==> src/rtl/alu_flag_unit_pkg.sv <==
// Shared definitions for the ALU flag stage: flag bit positions, flag_op
// encodings, FSM state codes and small op-classification helpers.
package alu_flag_unit_pkg;

    localparam int FLAG_L = 0;
    localparam int FLAG_N = 1;
    localparam int FLAG_Z = 2;
    localparam int FLAG_V = 3;

    typedef enum logic [2:0] {
        FLAG_OP_NOP   = 3'b000,
        FLAG_OP_CLL   = 3'b001,
        FLAG_OP_CPL   = 3'b010,
        FLAG_OP_STL   = 3'b011,
        FLAG_OP_ADD   = 3'b100,
        FLAG_OP_LOGIC = 3'b101,
        FLAG_OP_ROLL  = 3'b110,
        FLAG_OP_RSVD  = 3'b111
    } flag_op_e;

    typedef enum logic {
        ST_IDLE     = 1'b0,
        ST_WAIT_ALU = 1'b1
    } state_e;

    // Ops that need an ALU result before they can be applied.
    function automatic logic is_alu_op(input logic [2:0] op);
        return (op == FLAG_OP_ADD) || (op == FLAG_OP_LOGIC) || (op == FLAG_OP_ROLL);
    endfunction

    function automatic logic is_l_op(input logic [2:0] op);
        return (op == FLAG_OP_CLL) || (op == FLAG_OP_CPL) || (op == FLAG_OP_STL);
    endfunction

endpackage

==> src/rtl/alu_flag_eval.sv <==
// Combinational next-flag evaluation: given an op, the ALU result and the
// current flags, produce the {V,Z,N,L} value the op would leave behind.
module alu_flag_eval
    import alu_flag_unit_pkg::*;
#(
    parameter int WIDTH = 16
) (
    input  logic [2:0]       op,
    input  logic [WIDTH-1:0] alu_y,
    input  logic             alu_carry,
    input  logic             a_msb,
    input  logic             b_msb,
    input  logic [3:0]       flags_cur,
    output logic [3:0]       flags_next
);

    logic y_neg_s;
    logic y_zero_s;

    assign y_neg_s  = alu_y[WIDTH-1];
    assign y_zero_s = (alu_y == {WIDTH{1'b0}});

    // Per-op flag update; unlisted ops leave the flags untouched.
    always_comb begin
        flags_next = flags_cur;
        case (op)
            FLAG_OP_CLL: flags_next[FLAG_L] = 1'b0;
            FLAG_OP_CPL: flags_next[FLAG_L] = ~flags_cur[FLAG_L];
            FLAG_OP_STL: flags_next[FLAG_L] = 1'b1;
            FLAG_OP_ADD: begin
                flags_next[FLAG_L] = flags_cur[FLAG_L] ^ alu_carry;
                flags_next[FLAG_N] = y_neg_s;
                flags_next[FLAG_Z] = y_zero_s;
                flags_next[FLAG_V] = (a_msb == b_msb) && (y_neg_s != a_msb);
            end
            FLAG_OP_LOGIC: begin
                flags_next[FLAG_N] = y_neg_s;
                flags_next[FLAG_Z] = y_zero_s;
                flags_next[FLAG_V] = 1'b0;
            end
            FLAG_OP_ROLL: begin
                flags_next[FLAG_L] = alu_carry;
                flags_next[FLAG_N] = y_neg_s;
                flags_next[FLAG_Z] = y_zero_s;
            end
            default: flags_next = flags_cur;
        endcase
    end

endmodule

==> src/rtl/alu_flag_unit.sv <==
// ALU flag stage: live L/N/Z/V registers, wait-for-ALU FSM with timeout,
// interrupt shadow save/restore and ibus read/write access.
module alu_flag_unit
    import alu_flag_unit_pkg::*;
#(
    parameter int WIDTH    = 16,
    parameter int WAIT_MAX = 4
) (
    input  logic             clk,
    input  logic             reset,
    input  logic [WIDTH-1:0] alu_y,
    input  logic             alu_carry,
    input  logic             alu_valid,
    input  logic             a_msb,
    input  logic             b_msb,
    input  logic [2:0]       flag_op,
    input  logic             int_entry,
    input  logic             int_exit,
    input  logic             w_flags,
    input  logic             r_flags,
    input  logic [WIDTH-1:0] ibus_in,
    output logic [WIDTH-1:0] ibus_out,
    output logic             l_out,
    output logic [3:0]       flags,
    output logic             busy,
    output logic             err
);

    localparam int CNT_W = (WAIT_MAX > 1) ? $clog2(WAIT_MAX) : 1;

    state_e           state_r;
    logic [CNT_W-1:0] cnt_r;
    logic [2:0]       pend_op_r;
    logic [3:0]       flags_r;
    logic [3:0]       shadow_r;
    logic             shadow_valid_r;
    logic             busy_r;
    logic             err_r;

    logic [2:0]       op_sel_s;
    logic             apply_s;
    logic [3:0]       flags_next_s;
    logic             unused_s;

    // Only the low nibble of the bus carries flag data.
    assign unused_s = ^ibus_in[WIDTH-1:4];

    alu_flag_eval #(.WIDTH(WIDTH)) u_eval (
        .op         (op_sel_s),
        .alu_y      (alu_y),
        .alu_carry  (alu_carry),
        .a_msb      (a_msb),
        .b_msb      (b_msb),
        .flags_cur  (flags_r),
        .flags_next (flags_next_s)
    );

    // Select the op being evaluated and decide whether it lands this cycle.
    always_comb begin
        op_sel_s = pend_op_r;
        apply_s  = 1'b0;
        if (state_r == ST_IDLE) begin
            op_sel_s = flag_op;
            apply_s  = is_l_op(flag_op) || (is_alu_op(flag_op) && alu_valid);
        end else begin
            apply_s  = alu_valid;
        end
    end

    // Flag, shadow, error and wait-FSM state; interrupt events own the whole cycle.
    always_ff @(posedge clk) begin
        if (reset) begin
            state_r        <= ST_IDLE;
            cnt_r          <= {CNT_W{1'b0}};
            pend_op_r      <= 3'b000;
            flags_r        <= 4'b0000;
            shadow_r       <= 4'b0000;
            shadow_valid_r <= 1'b0;
            busy_r         <= 1'b0;
            err_r          <= 1'b0;
        end else if (int_entry) begin
            if (!shadow_valid_r) begin
                shadow_r       <= flags_r;
                shadow_valid_r <= 1'b1;
                flags_r        <= 4'b0000;
                state_r        <= ST_IDLE;
                cnt_r          <= {CNT_W{1'b0}};
                busy_r         <= 1'b0;
            end else begin
                err_r <= 1'b1;
            end
        end else if (int_exit) begin
            if (shadow_valid_r) begin
                flags_r        <= shadow_r;
                shadow_valid_r <= 1'b0;
            end else begin
                err_r <= 1'b1;
            end
        end else begin
            if (w_flags) begin
                flags_r <= ibus_in[3:0];
            end else if (apply_s) begin
                flags_r <= flags_next_s;
            end else begin
                flags_r <= flags_r;
            end

            case (state_r)
                ST_IDLE: begin
                    if (is_alu_op(flag_op) && !alu_valid) begin
                        pend_op_r <= flag_op;
                        cnt_r     <= {CNT_W{1'b0}};
                        state_r   <= ST_WAIT_ALU;
                        busy_r    <= 1'b1;
                    end else begin
                        state_r   <= ST_IDLE;
                    end
                end
                ST_WAIT_ALU: begin
                    if (alu_valid) begin
                        state_r <= ST_IDLE;
                        busy_r  <= 1'b0;
                    end else if (cnt_r == CNT_W'(WAIT_MAX - 1)) begin
                        err_r   <= 1'b1;
                        state_r <= ST_IDLE;
                        busy_r  <= 1'b0;
                    end else begin
                        cnt_r   <= cnt_r + CNT_W'(1);
                    end
                end
                default: begin
                    state_r <= ST_IDLE;
                    busy_r  <= 1'b0;
                end
            endcase
        end
    end

    // Wired-OR bus contribution: zero unless this unit is being read.
    always_comb begin
        if (r_flags) begin
            ibus_out = {{(WIDTH-4){1'b0}}, flags_r};
        end else begin
            ibus_out = {WIDTH{1'b0}};
        end
    end

    assign flags = flags_r;
    assign l_out = flags_r[FLAG_L];
    assign busy  = busy_r;
    assign err   = err_r;

endmodule

==> config.mk <==
export PLATFORM = sky130hd
export DESIGN_NAME = alu_flag_unit
export DESIGN_NICKNAME = d
export VERILOG_FILES = /design/src/rtl/alu_flag_unit_pkg.sv /design/src/rtl/alu_flag_eval.sv /design/src/rtl/alu_flag_unit.sv
export SDC_FILE = /design/constraint.sdc
export NUM_CORES = 1
export LEC_CHECK = 0
export ABC_AREA = 0
export CORE_AREA = 2 2 67 69
export DETAILED_ROUTE_END_ITERATION = 10
export DIE_AREA = 0 0 69 71
export PLACE_DENSITY = 0.68
export REMOVE_ABC_BUFFERS = 1
export SYNTH_ARGS = -nofsm -noshare
export SYNTH_HDL_FRONTEND = slang
export SYNTH_SLANG_ARGS = --single-unit
==> constraint.sdc <==
create_clock -name clk -period 2.2 [get_ports clk]
set_input_delay 0.33 -clock clk [delete_from_list [all_inputs] [get_ports clk]]
set_output_delay 0.33 -clock clk [all_outputs]
set_load 0.05 [all_outputs]
==> results.ini <==
[synthesis]
synth-seq-area-share=0.2851
synthTopCellsByArea=dfxtp_1, buf_4, mux2i_1
synth_compound_area_frac=0.2201
synth_top_cell_area_share=0.2851
yosysUniqueCellTypes=44
synthSimpleGateAreaFrac=0.2568
syn_inst=153
synth_largest_area_cell=dfxtp_1
synth_top_family_by_area=simple AND/OR/NAND/NOR gates
avgSynthCellArea_um2=7.802
synth_fa_ha_area_frac=0.01048
synth_warnings=0
synthXorXnorAreaFrac=0
post_synth_mux_area_share=0.1038
ys_ff_latch=17
netlist_area_mm2=0.001194

[place]
io_buffer_count=43
gp_congestion=0.8090
dp_slack_ns=0.1155
place_hpwl_um=2424

[sta]
worst_slack_ns=0.2519
setup_viol=0
skew_ns=0.005411
fmax_mhz=513.3
hold_viol_final=0
rsz0062_at_grt=false
tns_ns=0
max_slew_margin=0.6808
finalMaxSlewViolations=0
worstMarginPinSlew_ns=0.4655
period_needed_ns=1.948
period_share=0.8855

[pwr]
vdd_drop_max_v=0.0003386
power_uw=814.0
power.density_mw_per_mm2=470.4
leakagePower_nw=0.6641

[clocking]
cts_hold_buffers=0
cts_buffer_depth=2
htree_levels=1
ctsResizeCount=0
cts_setup_buffers=0
cts_tree=built
numCtsBuffers=3
cts-root-buf=clkbuf_8
insertion_delay_ns=0.25
cts.sinks=17
clk_pin_slew_ns=0.07

[floorplanning]
die_w_um=69
core_mm2=0.004204
die-height_um=71
fp-row-count=24
die_area_mm2=0.004899
io_pins=68
initial_core_util=0.2839

[finish]
n_fill_cell=453
layout_commonest_cell=clkdlybuf4s50_1
nNetsFinal=248
final_layout_size_suffix_gt1_frac=0.1144
diodes=0
syn2layout_area_growth_pct=44.97
layout_common_cells=clkdlybuf4s50_1, dfxtp_1, a21oi_1

[global_route]
grt_max_degree=16
grt_pass1_wl_um=5181
grt_antenna_before_repair=0
overflow=0
grt_usage=0.1289
grt_pass1_vias=1147

[setup_path]
path_cells=clkdlybuf4s50_1
required_ns=1.87
cpMaxStageDelayCell=clkdlybuf4s50_1
reg2reg_depth=5
cp_top_family=buffers and inverters
startpoint_type=register
slowest_delay_ns=0.87
end_kind=output pin
worstSetupStartpoint=flags[0]
rr_endpoint=flags[0]
r2r-start=state_r
critPathMaxFanout=8
critPathKind=reg -> out
path_buf_inv=1
r2r_slack_ns=0.37
cp.arrival_ns=1.62

[routing]
drc=0
drt-total-wl_um=3019
routed_via_density=4.680
num_vias=1184
dr.pass1.iters=4
wl_per_cell_um=11.93
detail-route-antenna-nets=0
drt_iter0_drc=25

[min_path]
hold_depth=2
hold_class=reg -> reg
hold_start=shadow_r[2]
min_to=shadow_r[2]

[flow_run]
drv_cap=0

[run_status]
outcome=finished clean

how the worst max path moves through the flow:
stage	endpoint	cells after the start	slack, ns
2_1_floorplan	ibus_out[0]	1	0.32
3_3_place_gp	flags[3]	6	0.13
3_5_place_dp	flags[3]	6	0.12
4_1_cts	flags[0]	1	0.24
5_1_grt	flags[0]	1	0.19
6_report	flags[0]	1	0.25
logic make-up (layout without fill, tap and decap cells):
family / count (synthesis) / count (layout)
AO/OA/AOI/OAI: 40 / 40
adder cells (fa/ha/maj): 1 / 1
buffers and inverters: 24 / 61
flip-flops: 17 / 17
multiplexers: 12 / 12
other: 1 / 12
AND/OR/NAND/NOR: 58 / 58
per-layer routing:
layer / up-vias / part of all wire / GRT usage / wire length (um)
li1: 621 / - / - / -
met1: 516 / 0.48 / 0.1699 / 1448
met2: 42 / 0.43 / 0.2030 / 1311
met3: 5 / 0.075 / 0.04416 / 227
met4: 0 / 0.010 / 0.03268 / 31
met5: - / 0 / 0 / 0
metrics by stage:
stage	area, um^2	hold WS [ns]	cells	utilization
6_report	1730	0.4559	253	0.4116
3_5_place_dp	1684	0.4467	249	0.4006
3_3_place_gp	1684	0.4408	249	0.4006
2_1_floorplan	1114	0.3991	146	-
5_1_grt	1730	0.4934	253	0.4116
4_1_cts	1730	0.4565	253	0.4116
power breakdown:
part / leakage (nW) / switching [mW] / internal [mW]
Clock: 0.0255 / 0.106 / 0.126
Combinational: 0.500 / 0.142 / 0.109
Sequential: 0.138 / 0.0133 / 0.318
synthesized netlist by cell type (all sizes together):
cell / number
nand4: 1
nor3b: 2
ha: 1
or3b: 1
nand2: 13
a211o: 1
o22ai: 2
nor4b: 1
o21ba: 1
nor3: 6
o21ai: 5
a21boi: 1
nand2b: 1
dfxtp: 17
and3: 1
nor4: 4
o311a: 1
nor2b: 2
clkbuf: 3
or4: 1
a211oi: 1
and3b: 1
a311oi: 2
nand3b: 1
a22oi: 2
o211ai: 2
or3: 1
o21a: 1
nand3: 5
o21bai: 1
a31oi: 3
a21oi: 16
buf: 15
conb: 1
and2: 6
mux2: 3
inv: 6
o2bb2ai: 1
mux2i: 9
nor2: 11
worst min-delay path, cell delays in order, from the launching register on:
cell and delay [ns]:
dfxtp_1 0.31, nand2_1 0.05, a21oi_1 0.05
cell type report:
| class | count | area (um^2) | area share |
|---|---|---|---|
| Timing Repair Buffer | 51 | 505.5 | 0.2921 |
| Multi-Input combinational cell | 123 | 750.7 | 0.4338 |
| Tap cell | 52 | 65.06 | 0.03760 |
| Inverter | 6 | 22.52 | 0.01302 |
| Sequential cell | 17 | 340.3 | 0.1967 |
| Clock buffer | 3 | 41.29 | 0.02386 |
| Clock inverter | 1 | 5.005 | 0.002892 |
sequential cells by signal, summed over array words and instances (netlist names):
signal,flops
busy,1
cnt_r,2
err,1
flags,4
pend_op_r,3
shadow_r,4
shadow_valid_r,1
state_r,1
Power figures use the tool's default switching activity.
==> variant: new RTL, same flow settings <==
Put one more register stage on the output `flags`, with the module's reset. The value now appears one clock later. The other outputs are not delayed to match.
--- a/src/rtl/alu_flag_unit.sv
+++ b/src/rtl/alu_flag_unit.sv
@@ -145,7 +145,13 @@
         end
     end
 
-    assign flags = flags_r;
+    always_ff @(posedge clk) begin
+        if (reset) begin
+            flags <= '0;
+        end else begin
+            flags <= flags_r;
+        end
+    end
     assign l_out = flags_r[FLAG_L];
     assign busy  = busy_r;
     assign err   = err_r;
Check against the original RTL: not equivalent (a bounded check fails within 4 cycles, from zero or initial values and one cycle with reset high).
==> variant against the unedited design <==
Total power increased by 16%. Register-to-register slack got worse by 140 ps. Synthesized area grew 12%. Sequential cell count up 4. Worst setup slack lost 20 ps. Sequential power increased by 23%. Routed wire length increased by 6.5%. Sequential share of layout area rose by 2.1 points. Critical path depth up 4. Clock skew fell by 2.4 ps. Global-route usage increased by 0.32 points. Cell area increased by 11%. Largest cell class unchanged. Highest routed layer unchanged.
==> variant: results (changes against the unedited design) <==
Route
  – Met3 WL post-DR: 185 microns (-19%)
  – Metal-1 WL: 1.45 mm (about the same)
  – Vias: 1,325 (+12%)
  – Via/cell ratio: 4.84 (+3.3%)
  – Pre-antenna DRT Iters: 4 (unchanged)
  – DRT iter0 DRCs: 85 (+240%)
  – Routed wl met2: 1.57 mm (+19%)
  – Avg WL per Cell: 11.7 microns (-1.7%)

Synth
  – Sequential-to-total area share from yosys stat: 31.4% (+2.9 points)
  – Mean Syn Cell Area: 7.79 sq um (-0.14%)
  – Distinct cell type count after synthesis: 42 (-4.5%)
  – Multiplexer share of the synthesized area: 7.84% (-2.5 points)
  – Top cells by count, synth: dfxtp_1 (21), nand2_1 (20), a21oi_1 (13), nor2_1 (13), buf_4 (12)
  – Post-synthesis adder-cell area fraction: 0.934% (-0.11 points)
  – Post-Synth XOR/XNOR Area: 0% (unchanged)
  – Compound-Gate Fraction of Synth Area: 19.6% (-2.4 points)
  – Synth top area cells: dfxtp_1 (31%), buf_4 (6.7%), nand2_1 (5.6%)

Finish
  – Signal buffers: 55 (+7.8%)
  – Layout cells sized above 1: 10.8% (-0.63 points)
  – Multi-input gates: 139 (+13%)
  – Seq/total area: 21.8% (+2.1 points)
  – FFs & Latches: 21 (+4)
  – Filler Cells Inserted: 438 (-3.3%)
  – Non-clk invs: 3 (-3)
  – Data buffer area share: 29.1% (-0.16 points)
  – Layout clock area frac: 2.40% (-0.28 points)
  – Footprint of the multi-input gates: 826 sq um (+10%)

Worst setup path
  – CP Launch Point: state_r
  – CP max stage delay: 710 ps (-160 ps)
  – CP max stage cell: dfxtp_1
  – Reg2reg end: flags_r[0]
  – Crit path kind: register to register
  – Data arrival, critical path: 2160 ps (+540 ps)
  – CP delay by family, top: flip-flops
  – Worst-path fanout max: 20 (+12)

Run status
  – Status: completed

Power
  – Logic gate share of total power: 29.6% (-1.3 points)
  – Pleak: 0.731 nW (+10%)
  – VDD IR max: 0.389 mV (+15%)
  – Sw power: 0.301 mW (+15%)
  – Internal Power: 0.643 mW (+16%)
  – Share of power burned in registers: 43.2% (+2.5 points)

GRT
  – Largest net degree at the start of global routing: 21 (+5)
  – Routing usage on met2: 22.4% (+2.1 points)
  – Vias in the first global route: 1,168 (+1.8%)
  – Aggregate global-route resource usage: 13.2% (+0.32 points)
  – GR Util met1: 16.9% (-0.10 points)
  – Global-route wire length before repair: 5.29 mm (+2.0%)
  – Met3 Track Usage GR: 3.70% (-0.71 points)

Placement
  – RePlAce Congestion: 0.837 (+3.4%)
  – Dpl ws: 64.1 ps (-51.4 ps)
  – Buffers added on ports: 43 (unchanged)
  – Dpl hpwl: 2.67 mm (+10%)

Timing
  – Slew headroom: 59.4% (-8.7 points)
  – Setup Skew: 2.98 ps (-2.43 ps)
  – Final setup margin: 232 ps (-20.2 ps)

Clock tree
  – Clock buffer depth: 2 (unchanged)

Hold path
  – Hold Path Class: register to register
==> variant: cell types whose count changed after synthesis, moves of 3 or more <==
cell / unedited run / this run
nand3_1: 5 / 2
o31a_1: 0 / 3
nor2b_1: 2 / 8
mux2i_1: 9 / 6
inv_1: 6 / 3
a21oi_1: 16 / 13
nand2_1: 13 / 20
nand2b_1: 1 / 4
dfxtp_1: 17 / 21
==> variant: how the worst min path moves through the flow <==
stage                start     endpoint  slack [ps]  cells after the start
2_1_floorplan        reset     cnt_r[0]         400                      1
3_3_place_gp   shadow_r[1]  shadow_r[1]         440                      2
3_5_place_dp   shadow_r[0]  shadow_r[0]         450                      2
4_1_cts        shadow_r[0]  shadow_r[0]         460                      2
5_1_grt        shadow_r[1]  shadow_r[1]         480                      2
6_report       shadow_r[3]  shadow_r[3]         460                      2
==> variant: through the flow <==
step | util, % | instance area (sq um)
CTS | 45.9 | 1930
finish | 45.9 | 1930
detailed placement | 44.8 | 1880
floorplan | - | 1260
global route | 45.9 | 1930
global placement | 44.8 | 1880
